File: src/rtl/i2s_rx_pkg.sv
// Shared types for the I2S slave receiver: FSM states, FIFO sample record, channel codes.
package i2s_rx_pkg;

    typedef enum logic [1:0] {
        IDLE,
        SYNC,
        SHIFT
    } rx_state_e;

    typedef struct packed {
        logic        chan;
        logic [31:0] data;
    } rx_sample_t;

    localparam logic CHAN_LEFT  = 1'b0;
    localparam logic CHAN_RIGHT = 1'b1;

endpackage

File: src/rtl/i2s_rx_if.sv
// Read-side bus of the I2S receiver: FIFO head, pop strobe, interrupt and overflow status.
interface i2s_rx_if;

    logic        rd_en_i;
    logic [31:0] rx_dat_o;
    logic        rx_chan_o;
    logic        rx_valid_o;
    logic        rx_int_o;
    logic        ovf_o;
    logic        ovf_clr_i;

    modport slave (
        input  rd_en_i,
        input  ovf_clr_i,
        output rx_dat_o,
        output rx_chan_o,
        output rx_valid_o,
        output rx_int_o,
        output ovf_o
    );

    modport master (
        output rd_en_i,
        output ovf_clr_i,
        input  rx_dat_o,
        input  rx_chan_o,
        input  rx_valid_o,
        input  rx_int_o,
        input  ovf_o
    );

endinterface

File: src/rtl/i2s_rx_fifo.sv
// Show-ahead sample FIFO; pointers carry an extra wrap bit so full/empty need no counter.
module i2s_rx_fifo
    import i2s_rx_pkg::*;
#(
    parameter int DEPTH = 4
) (
    input  logic       wb_clk_i,
    input  logic       wb_rst_i,
    input  logic       push,
    input  rx_sample_t wr_data,
    input  logic       pop,
    output rx_sample_t rd_data,
    output logic       full,
    output logic       empty
);

    localparam int AW = $clog2(DEPTH);

    logic [AW:0] wr_ptr_reg;
    logic [AW:0] rd_ptr_reg;
    rx_sample_t  mem [DEPTH];
    logic        do_push;
    logic        do_pop;

    assign empty = (wr_ptr_reg == rd_ptr_reg);
    assign full  = (wr_ptr_reg[AW] != rd_ptr_reg[AW]) &&
                   (wr_ptr_reg[AW-1:0] == rd_ptr_reg[AW-1:0]);

    // A pop frees the slot in the same cycle, so a push at full still lands.
    assign do_pop  = pop & ~empty;
    assign do_push = push & (~full | do_pop);

    always_ff @(posedge wb_clk_i or posedge wb_rst_i) begin
        if (wb_rst_i) begin
            wr_ptr_reg <= '0;
            rd_ptr_reg <= '0;
        end else begin
            if (do_push)
                wr_ptr_reg <= wr_ptr_reg + 1'b1;
            if (do_pop)
                rd_ptr_reg <= rd_ptr_reg + 1'b1;
        end
    end

    always_ff @(posedge wb_clk_i) begin
        if (do_push)
            mem[wr_ptr_reg[AW-1:0]] <= wr_data;
    end

    // Head is forced to zero while empty so the outputs read 0 after reset.
    assign rd_data = empty ? '0 : mem[rd_ptr_reg[AW-1:0]];

endmodule

File: src/rtl/i2s_rx_slave_core.sv
// I2S slave receive front end: oversampled sck/ws/sd, MSB-first deserialiser, sample FIFO.
module i2s_rx_slave_core
    import i2s_rx_pkg::*;
#(
    parameter int DATA_RES   = 16,
    parameter int FIFO_DEPTH = 4
) (
    input  logic     wb_clk_i,
    input  logic     wb_rst_i,
    input  logic     rx_en_i,
    input  logic     i2s_sck_i,
    input  logic     i2s_ws_i,
    input  logic     i2s_sd_i,
    i2s_rx_if.slave  rx_bus
);

    localparam int CNT_W = $clog2(DATA_RES + 1);

    logic [2:0]          pin_in;
    logic [2:0]          pin_sync;
    logic                sck_s3_reg;
    logic                sck_rise;
    logic                ws_s;
    logic                sd_s;
    logic                boundary;

    rx_state_e           state_reg, state_next;
    logic                ws_prev_reg;
    logic [DATA_RES-1:0] shreg_reg, shreg_next, shreg_ins;
    logic [CNT_W-1:0]    bitcnt_reg, bitcnt_next;
    logic                chan_reg, chan_next;
    logic                push;
    rx_sample_t          wr_sample;
    rx_sample_t          rd_sample;
    logic                fifo_full;
    logic                fifo_empty;
    logic                ovf_set;
    logic                rx_int_reg;
    logic                ovf_reg;

    assign pin_in = {i2s_sck_i, i2s_ws_i, i2s_sd_i};

    for (genvar gi = 0; gi < 3; gi++) begin : g_sync
        logic s1_reg;
        logic s2_reg;
        always_ff @(posedge wb_clk_i or posedge wb_rst_i) begin
            if (wb_rst_i) begin
                s1_reg <= 1'b0;
                s2_reg <= 1'b0;
            end else begin
                s1_reg <= pin_in[gi];
                s2_reg <= s1_reg;
            end
        end
        assign pin_sync[gi] = s2_reg;
    end

    assign sck_rise = pin_sync[2] & ~sck_s3_reg;
    assign ws_s     = pin_sync[1];
    assign sd_s     = pin_sync[0];
    assign boundary = sck_rise & (ws_s != ws_prev_reg);

    // Current shift register with the incoming bit placed; bits past DATA_RES fall off.
    always_comb begin
        shreg_ins = shreg_reg;
        for (int i = 0; i < DATA_RES; i++) begin
            if (bitcnt_reg == CNT_W'(DATA_RES - 1 - i))
                shreg_ins[i] = sd_s;
        end
    end

    always_comb begin
        state_next  = state_reg;
        shreg_next  = shreg_reg;
        bitcnt_next = bitcnt_reg;
        chan_next   = chan_reg;
        push        = 1'b0;
        case (state_reg)
            IDLE: begin
                if (rx_en_i)
                    state_next = SYNC;
            end
            SYNC: begin
                if (boundary) begin
                    shreg_next  = '0;
                    bitcnt_next = '0;
                    chan_next   = ws_s;
                    state_next  = SHIFT;
                end
            end
            SHIFT: begin
                if (boundary) begin
                    // Boundary bit is the old word's LSB: commit, then open the next word.
                    push        = 1'b1;
                    shreg_next  = '0;
                    bitcnt_next = '0;
                    chan_next   = ws_s;
                end else if (sck_rise) begin
                    shreg_next = shreg_ins;
                    if (bitcnt_reg < CNT_W'(DATA_RES))
                        bitcnt_next = bitcnt_reg + CNT_W'(1);
                end
            end
            default: state_next = IDLE;
        endcase
        if (!rx_en_i) begin
            state_next = IDLE;
            push       = 1'b0;
        end
    end

    always_ff @(posedge wb_clk_i or posedge wb_rst_i) begin
        if (wb_rst_i) begin
            state_reg   <= IDLE;
            sck_s3_reg  <= 1'b0;
            ws_prev_reg <= 1'b0;
            shreg_reg   <= '0;
            bitcnt_reg  <= '0;
            chan_reg    <= CHAN_LEFT;
            rx_int_reg  <= 1'b0;
            ovf_reg     <= 1'b0;
        end else begin
            state_reg   <= state_next;
            sck_s3_reg  <= pin_sync[2];
            if (sck_rise)
                ws_prev_reg <= ws_s;
            shreg_reg   <= shreg_next;
            bitcnt_reg  <= bitcnt_next;
            chan_reg    <= chan_next;
            rx_int_reg  <= ~fifo_empty & rx_en_i;
            if (ovf_set)
                ovf_reg <= 1'b1;
            else if (rx_bus.ovf_clr_i)
                ovf_reg <= 1'b0;
        end
    end

    always_comb begin
        wr_sample                    = '0;
        wr_sample.chan               = chan_reg;
        wr_sample.data[DATA_RES-1:0] = shreg_ins;
    end

    // A same-cycle pop makes room, so only an unserviced push at full is an overflow.
    assign ovf_set = push & fifo_full & ~rx_bus.rd_en_i;

    i2s_rx_fifo #(
        .DEPTH (FIFO_DEPTH)
    ) u_fifo (
        .wb_clk_i (wb_clk_i),
        .wb_rst_i (wb_rst_i),
        .push     (push),
        .wr_data  (wr_sample),
        .pop      (rx_bus.rd_en_i),
        .rd_data  (rd_sample),
        .full     (fifo_full),
        .empty    (fifo_empty)
    );

    assign rx_bus.rx_dat_o   = rd_sample.data;
    assign rx_bus.rx_chan_o  = rd_sample.chan;
    assign rx_bus.rx_valid_o = ~fifo_empty;
    assign rx_bus.rx_int_o   = rx_int_reg;
    assign rx_bus.ovf_o      = ovf_reg;

endmodule

File: src/flat_wrapper.sv
// flat-port wrapper written by rule: the top's interface ports become plain ports
module i2s_rx_slave_core_flat import i2s_rx_pkg::*;
#(
    parameter int DATA_RES   = 16,
    parameter int FIFO_DEPTH = 4
)
  (wb_clk_i, wb_rst_i, rx_en_i, i2s_sck_i, i2s_ws_i, i2s_sd_i, rx_bus_rd_en_i, rx_bus_ovf_clr_i, rx_bus_rx_dat_o, rx_bus_rx_chan_o, rx_bus_rx_valid_o, rx_bus_rx_int_o, rx_bus_ovf_o);
  i2s_rx_if rx_bus_i ();
  input  logic wb_clk_i;
  input  logic wb_rst_i;
  input  logic rx_en_i;
  input  logic i2s_sck_i;
  input  logic i2s_ws_i;
  input  logic i2s_sd_i;
  input wire logic [$bits(rx_bus_i.rd_en_i)-1:0] rx_bus_rd_en_i;
  input wire logic [$bits(rx_bus_i.ovf_clr_i)-1:0] rx_bus_ovf_clr_i;
  output wire logic [$bits(rx_bus_i.rx_dat_o)-1:0] rx_bus_rx_dat_o;
  output wire logic [$bits(rx_bus_i.rx_chan_o)-1:0] rx_bus_rx_chan_o;
  output wire logic [$bits(rx_bus_i.rx_valid_o)-1:0] rx_bus_rx_valid_o;
  output wire logic [$bits(rx_bus_i.rx_int_o)-1:0] rx_bus_rx_int_o;
  output wire logic [$bits(rx_bus_i.ovf_o)-1:0] rx_bus_ovf_o;
  assign rx_bus_i.rd_en_i = rx_bus_rd_en_i;
  assign rx_bus_i.ovf_clr_i = rx_bus_ovf_clr_i;
  assign rx_bus_rx_dat_o = rx_bus_i.rx_dat_o;
  assign rx_bus_rx_chan_o = rx_bus_i.rx_chan_o;
  assign rx_bus_rx_valid_o = rx_bus_i.rx_valid_o;
  assign rx_bus_rx_int_o = rx_bus_i.rx_int_o;
  assign rx_bus_ovf_o = rx_bus_i.ovf_o;
  i2s_rx_slave_core #(.DATA_RES(DATA_RES), .FIFO_DEPTH(FIFO_DEPTH)) u_core (.wb_clk_i(wb_clk_i), .wb_rst_i(wb_rst_i), .rx_en_i(rx_en_i), .i2s_sck_i(i2s_sck_i), .i2s_ws_i(i2s_ws_i), .i2s_sd_i(i2s_sd_i), .rx_bus(rx_bus_i));
endmodule
File: config.mk
export PLATFORM = sky130hd
export DESIGN_NAME = i2s_rx_slave_core_flat
export DESIGN_NICKNAME = d
export VERILOG_FILES = /design/src/rtl/i2s_rx_pkg.sv /design/src/rtl/i2s_rx_if.sv /design/src/rtl/i2s_rx_fifo.sv /design/src/rtl/i2s_rx_slave_core.sv /design/src/flat_wrapper.sv
export SDC_FILE = /design/constraint.sdc
export NUM_CORES = 1
export LEC_CHECK = 0
export CORE_MARGIN = 4
export CORE_UTILIZATION = 35
export CTS_BUF_LIST = sky130_fd_sc_hd__clkbuf_2 sky130_fd_sc_hd__clkbuf_4 sky130_fd_sc_hd__clkbuf_8
export DETAILED_ROUTE_END_ITERATION = 12
export SETUP_SLACK_MARGIN = 0.2
export SLEW_MARGIN = 20
export SYNTH_ARGS = -nofsm -noshare
export SYNTH_HDL_FRONTEND = slang
export SYNTH_SLANG_ARGS = --single-unit
File: constraint.sdc
create_clock -name wb_clk_i -period 3.4 [get_ports wb_clk_i]
set_clock_uncertainty 0.2 [all_clocks]
set_input_delay 0.85 -clock wb_clk_i [delete_from_list [all_inputs] [get_ports wb_clk_i]]
set_output_delay 0.85 -clock wb_clk_i [all_outputs]
set_load 0.01 [all_outputs]
==> results of run 1 <==
[cells in the final DEF (no fill, tap or decap), types with 2 or more instances in the layout]
master and count:
dlymetal6s2s_1 4, o21ai_1 2, clkbuf_8 10, buf_4 16, a21oi_1 3, clkinv_8 2
mux4_2 17, nor3_1 5, and3_1 2, and2_1 21, conb_1 16, buf_12 2
xnor2_1 6, nand4_1 2, clkdlybuf4s50_1 19, nor2b_1 2, dlygate4sd2_1 4, nand2b_1 7
mux2i_1 2, nor2_1 15, a31oi_1 2, inv_1 13, dfrtp_1 39, xor2_1 2
mux2_2 18, nand3_1 2, nand2_1 9, edfxtp_1 68, inv_6 3, a32o_1 16
ha_1 14
[power breakdown]
| group | switching, uW | leakage, uW | internal [uW] |
|---|---|---|---|
| logic | 499 | 0.000958 | 535 |
| clock network | 448 | 0.000113 | 381 |
| registers | 60.2 | 0.00126 | 1440 |
[layer usage]
| layer | up-vias | wire length, um | global-route usage [%] | share of wire, % |
|---|---|---|---|---|
| met5 | - | 0 | 0 | 0 |
| met4 | 0 | 130 | 4.02 | 1.6 |
| met3 | 12 | 287 | 2.35 | 3.5 |
| met2 | 41 | 4120 | 18.3 | 50 |
| met1 | 1293 | 3640 | 14.1 | 44 |
| li1 | 1211 | - | - | - |
[critical path, stage by stage (launching register included)]
cell,delay [ns]
dfrtp_2,0.46
buf_12,0.17
mux4_2,0.49
and2_1,0.16
clkdlybuf4s50_1,0.48
[cell type report]
cell class              instances  share of cell area [%]
flip-flops and latches        108                    54.5
multi-input cells             178                    28.5
repair buffers                 46                    8.07
well taps                     176                    3.95
clock buffers                  10                    2.47
clock inverters                 6                    1.59
inverters                      13                   0.874
[cells by family (layout without fill, tap and decap cells)]
kind of cell    after synthesis  count (layout)
simple gates                 71              71
fa+ha+maj                    14              14
compound gates               30              30
xor+xnor                      9               9
flops                       108             108
mux                          38              38
buf+inv                      45              75
other cells                   1              16
[cells in the mapped netlist, drive strengths merged]
cell    count  area share, %
a211o       1           0.18
a21bo       1           0.21
a21oi       3           0.31
a22o        1           0.18
a31oi       2           0.26
a32o       16            3.3
and2       21            2.7
and3        2           0.26
and4b       1           0.21
buf        27            4.0
clkbuf      5           0.39
conb        1          0.078
dfrtp      40             21
edfxtp     68             42
ha         14            3.6
inv        13            1.0
mux2       19            4.4
mux2i       2           0.41
mux4       17            7.9
nand2       9           0.70
nand2b      7           0.91
nand3       2           0.21
nand3b      1           0.16
nand4       3           0.52
nor2       16            1.3
nor2b       2           0.26
nor3        5           0.52
nor3b       1           0.26
o21a        1           0.16
o21ai       3           0.31
o21bai      1           0.16
o221ai      1           0.31
or3         1           0.13
xnor2       6            1.1
xor2        3           0.70
[what timing repair did]
action                                  4_1_cts  5_1_grt
hold endpoints to repair                      0        0
setup buffers                                 1        6
hold buffers                                  0        0
endpoints found under the setup margin       17       13
resized for setup                            12        5
[metrics by stage]
step	area (um2)	util (%)	power (uW)	worst slack, ns
after detailed placement	5260	39.3	2490	0.485
after CTS	5520	41.2	3360	0.172
after floorplan	4890	-	2180	0.836
after global routing	5580	41.7	3560	0.133
final	5580	41.7	3370	0.224
after global placement	5260	39.3	2470	0.513
[worst max-delay path by stage]
stage | endpoint | slack [ns] | cells after the start
6_report | rx_bus_rx_dat_o[8] | 0.22 | 4
4_1_cts | rx_bus_rx_dat_o[12] | 0.17 | 4
5_1_grt | rx_bus_rx_dat_o[9] | 0.13 | 4
2_1_floorplan | rx_bus_rx_dat_o[10] | 0.84 | 4
3_5_place_dp | rx_bus_rx_dat_o[12] | 0.48 | 4
3_3_place_gp | rx_bus_rx_dat_o[12] | 0.51 | 4
==> impl_metrics.ini, run 1 <==
[run_status]
outcome = complete, no violations

[routing]
antenna_violating_nets_post_route = 0
wl_per_cell_um = 15.2
first_iter_violations = 116
drc = 0
vias = 2557
wl_um = 8180
viasPerCell = 4.76
first_pass_iters = 4

[timing]
fmax_ghz = 0.315
final_max_slew_viol_count = 0
fin_crit_ns = 3.18
timing.final.crit_share_pct = 93.4
maxSlewHeadroom_pct = 31.9
hold_slack_ns = 0.159
tightestPinTransition_ns = 1.02
fin_tns_setup_ns = 0
rsz0062_at_grt = true
setup_violations = 0
hold_violations = 0

[placed_design]
place.gp.congestion = 0.759
dp_cells = 514
hpwl_um = 5310
numPortBuffers = 27

[hold_path]
min_from = u_core.g_sync[2].s1_reg$_DFF_PP0_
hold_path_end = u_core.g_sync[2].s2_reg$_DFF_PP0_
min_path_cells = 0
hp-class = register to register

[critical_path]
setup.worst_path.end_class = output pin
startpoint = u_core.u_fifo.rd_ptr_reg[0]$_DFFE_PP0P_
crit_path_start_kind = register
worstReg2RegEnd = u_core.bitcnt_reg[0]$_DFFE_PP0P_
r2r-start = u_core.state_reg[0]$_DFFE_PP0P_
reg2reg_slack_ns = 1.05
critPathArrivalTime_ns = 2.13
path_class = register to output pin
r2r_cells = 6
worstPathMaxFanout = 10
cp.required_ns = 2.35

[floorplan]
start_util_pct = 36.1
dieArea_mm2 = 0.0158
rows = 42
core_mm2 = 0.0134
io_pins = 44
die_x_um = 126
die_h_um = 126

[synth]
synth_top_family_by_area = multiplexers
synth_xor_xnor_area_share_pct = 1.78
synthAdderAreaFrac_pct = 3.62
synth.distinct_cells = 43
ys_seq_elements = 108
synth-simple-area-share_pct = 8.12
synthMuxAreaShare_pct = 12.7
yosys_warnings = 0
synth_area_per_cell_um2 = 15.3
synth_compound_area_share_pct = 5.38
seq_area_frac_synth_pct = 62.9
syn-instance-count = 316
syn-cell-area_mm2 = 0.00484

[clock_tree]
cts.reportedPaths.clkPinSlew_ns = 0.10
clock-root-buffer = clkbuf_8
clock_sinks = 108
tritoncts = yes
max-clock-path-buffers = 2
insertion_delay_ns = 0.37
cts.htree.levels = 3
cts_buffers = 9

[global_route]
globalRouteOverflowTotal = 0
grt_antenna_before_repair = 0
grt_pass1_wl_um = 13700
grt_usage_pct = 11.0
grt_pass1_vias = 2647
grt_max_degree = 41

[finish]
fill_cells = 1248
fin_cells = 537
synthToLayoutAreaGrowth_pct = 15.4
seq_area_mm2 = 0.00304
num-nets-final = 378
n_antenna_cell = 0
drive_gt1_share_pct = 21.3
multiInputGateArea_mm2 = 0.00159
largest_reg_flops = 68

[flow_run]
cap_violations = 0

[pwr]
ir_worst_vdd_v = 0.000234
cellLeakagePower_uw = 0.00234
power_density_mw_per_mm2 = 603
(Power assumes the default switching activity.)
==> inputs of run 2 (changes only) <==
--- a/config.mk
+++ b/config.mk
@@ -5,6 +5,7 @@
 export SDC_FILE = /design/constraint.sdc
 export NUM_CORES = 1
 export LEC_CHECK = 0
+export CAP_MARGIN = 40
 export CORE_MARGIN = 4
 export CORE_UTILIZATION = 35
 export CTS_BUF_LIST = sky130_fd_sc_hd__clkbuf_2 sky130_fd_sc_hd__clkbuf_4 sky130_fd_sc_hd__clkbuf_8
==> run 2 against run 1 <==
Against the previous run: clock power fell by 9.0%; core utilization down 0.43 points; maximum frequency fell by 0.58%; non-clock buffer count down 3; critical endpoint is now rx_bus_rx_dat_o[12]; sequential share of layout area rose by 0.57 points.
==> impl_metrics.ini, run 2 (synthesis results as in run 1) <==
[critical_path]
reg2reg_slack_ns = 1.20
startpoint = u_core.u_fifo.rd_ptr_reg[0]$_DFFE_PP0P_
crit_chain = buf_12 > mux4_2 > and2_1 > clkdlybuf4s50_1
critPathMaxStageDelay_ns = 0.50
setup.worst_path.end_class = output pin
critPathArrivalTime_ns = 2.14
cp.required_ns = 2.35
path_buf_inv = 2
critPathSlowestCell = mux4_2
crit_path_start_kind = register
worstPathMaxFanout = 10
cp_top_family = buffers and inverters
r2r-start = u_core.state_reg[0]$_DFFE_PP0P_
path_class = register to output pin

[finish]
layout_common_cells = 68 x edfxtp_1, 39 x dfrtp_1, 22 x clkdlybuf4s50_1
num-nets-final = 375
stdcell_area_mm2 = 0.00552
layout_commonest_cell = edfxtp_1
n_antenna_cell = 0
largest_reg_flops = 68
fill_cells = 1255
drive_gt1_share_pct = 20.7
fin_util_pct = 41.2
synthToLayoutAreaGrowth_pct = 14.2

[routing]
viasPerCell = 4.79
vias = 2558
wl_per_cell_um = 15.2
first_pass_iters = 5
wl_um = 8100
first_iter_violations = 109
drc = 0
antenna_violating_nets_post_route = 0

[clock_tree]
clock_sinks = 108
tritoncts = yes
clock-root-buffer = clkbuf_8
insertion_delay_ns = 0.37
max-clock-path-buffers = 2
cts_buffers = 9
cts.reportedPaths.clkPinSlew_ns = 0.10
cts.htree.levels = 3

[hold_path]
min_from = u_core.g_sync[2].s1_reg$_DFF_PP0_
hp-class = register to register

[global_route]
grt_pass1_wl_um = 13800
grt_max_degree = 41
globalRouteOverflowTotal = 0
grt_pass1_vias = 2650
grt_antenna_before_repair = 0
grt_usage_pct = 11.0

[floorplan]
dieArea_mm2 = 0.0158
start_util_pct = 36.1
die_x_um = 126
die_h_um = 126
io_pins = 44
rows = 42
core_mm2 = 0.0134

[timing]
setup_violations = 0
hold_slack_ns = 0.162
fmax_ghz = 0.313
fin_crit_ns = 3.19
rsz0062_at_grt = true
final_max_slew_viol_count = 0
maxSlewHeadroom_pct = 57.5
tightestPinTransition_ns = 0.637
timing.final.crit_share_pct = 93.9
hold_violations = 0
fin_tns_setup_ns = 0

[pwr]
clock_power_share_pct = 23.1
power_density_mw_per_mm2 = 592
cellLeakagePower_uw = 0.00226
p_seq_share_pct = 46.0
p_sw_uw = 1010
p_comb_share_pct = 31.0
finalPower_uw = 3270
internal-power_uw = 2270
ir_worst_vdd_v = 0.000246
swShare_pct = 30.7

[placed_design]
numPortBuffers = 27
place.gp.congestion = 0.759
dpl_cell_area_mm2 = 0.00528
hpwl_um = 5330

[flow_run]
cap_violations = 0

[run_status]
outcome = complete, no violations
run 2: changes by cell type in the layout (fill, tap and decap cells not counted), sizes merged:
cell and delta:
bufinv -1, buf -3, clkinvlp +1, inv +1
dlymetal6s2s -3, clkdlybuf4s50 +3, clkinv -1
run 2: path summary, 6_finish.rpt:
kind | end | cells after the start
max | rx_bus_rx_dat_o[12] | 4
min | u_core.g_sync[2].s2_reg$_DFF_PP0_ | 0
max reg2reg | u_core.bitcnt_reg[0]$_DFFE_PP0P_ | 7
min reg2reg | u_core.g_sync[2].s2_reg$_DFF_PP0_ | 0
max in group asynchronous | u_core.u_fifo.rd_ptr_reg[0]$_DFFE_PP0P_ | 3
min in group asynchronous | u_core.g_sync[2].s1_reg$_DFF_PP0_ | 3
run 2: area by class of cell:
type                       count  area (um2)  share of cell area (%)
clock inverter                 6        61.3                    1.11
clock buffer                  10         138                    2.49
tap                          176         220                    3.99
timing repair buffer          43         420                    7.61
inverter                      13        48.8                   0.883
sequential                   108        3040                    55.1
multi-input combinational    178        1590                    28.8
run 2: routing by layer:
layer | share of wire (%) | GRT usage [%] | wire length [um]
met1 | 45 | 14.4 | 3660
met2 | 50 | 18.1 | 4050
met3 | 3.6 | 2.26 | 294
met4 | 1.3 | 3.83 | 104
met5 | 0 | 0 | 0
run 2: timing repair:
item,4_1_cts,5_1_grt
setup endpoints to repair,17,13
pin swaps,0,1
hold buffers,0,0
endpoints found under the hold margin,0,0
gates resized for setup,12,1
buffers inserted,1,2
run 2: metrics by stage:
stage	cells	setup WS, ns
after CTS	532	0.168
after global placement	514	0.513
after floorplan	331	0.836
after global routing	534	0.110
final	534	0.206
after detailed placement	515	0.485
run 2: power groups by stage:
| stage | logic, uW | registers (uW) | clock network [uW] |
|---|---|---|---|
| final | 1010 | 1500 | 754 |
| after global routing | 1110 | 1510 | 842 |
| after CTS | 1020 | 1510 | 784 |
| after detailed placement | 982 | 1530 | 0 |
| after global placement | 947 | 1520 | 0 |
| after floorplan | 671 | 1510 | 0 |
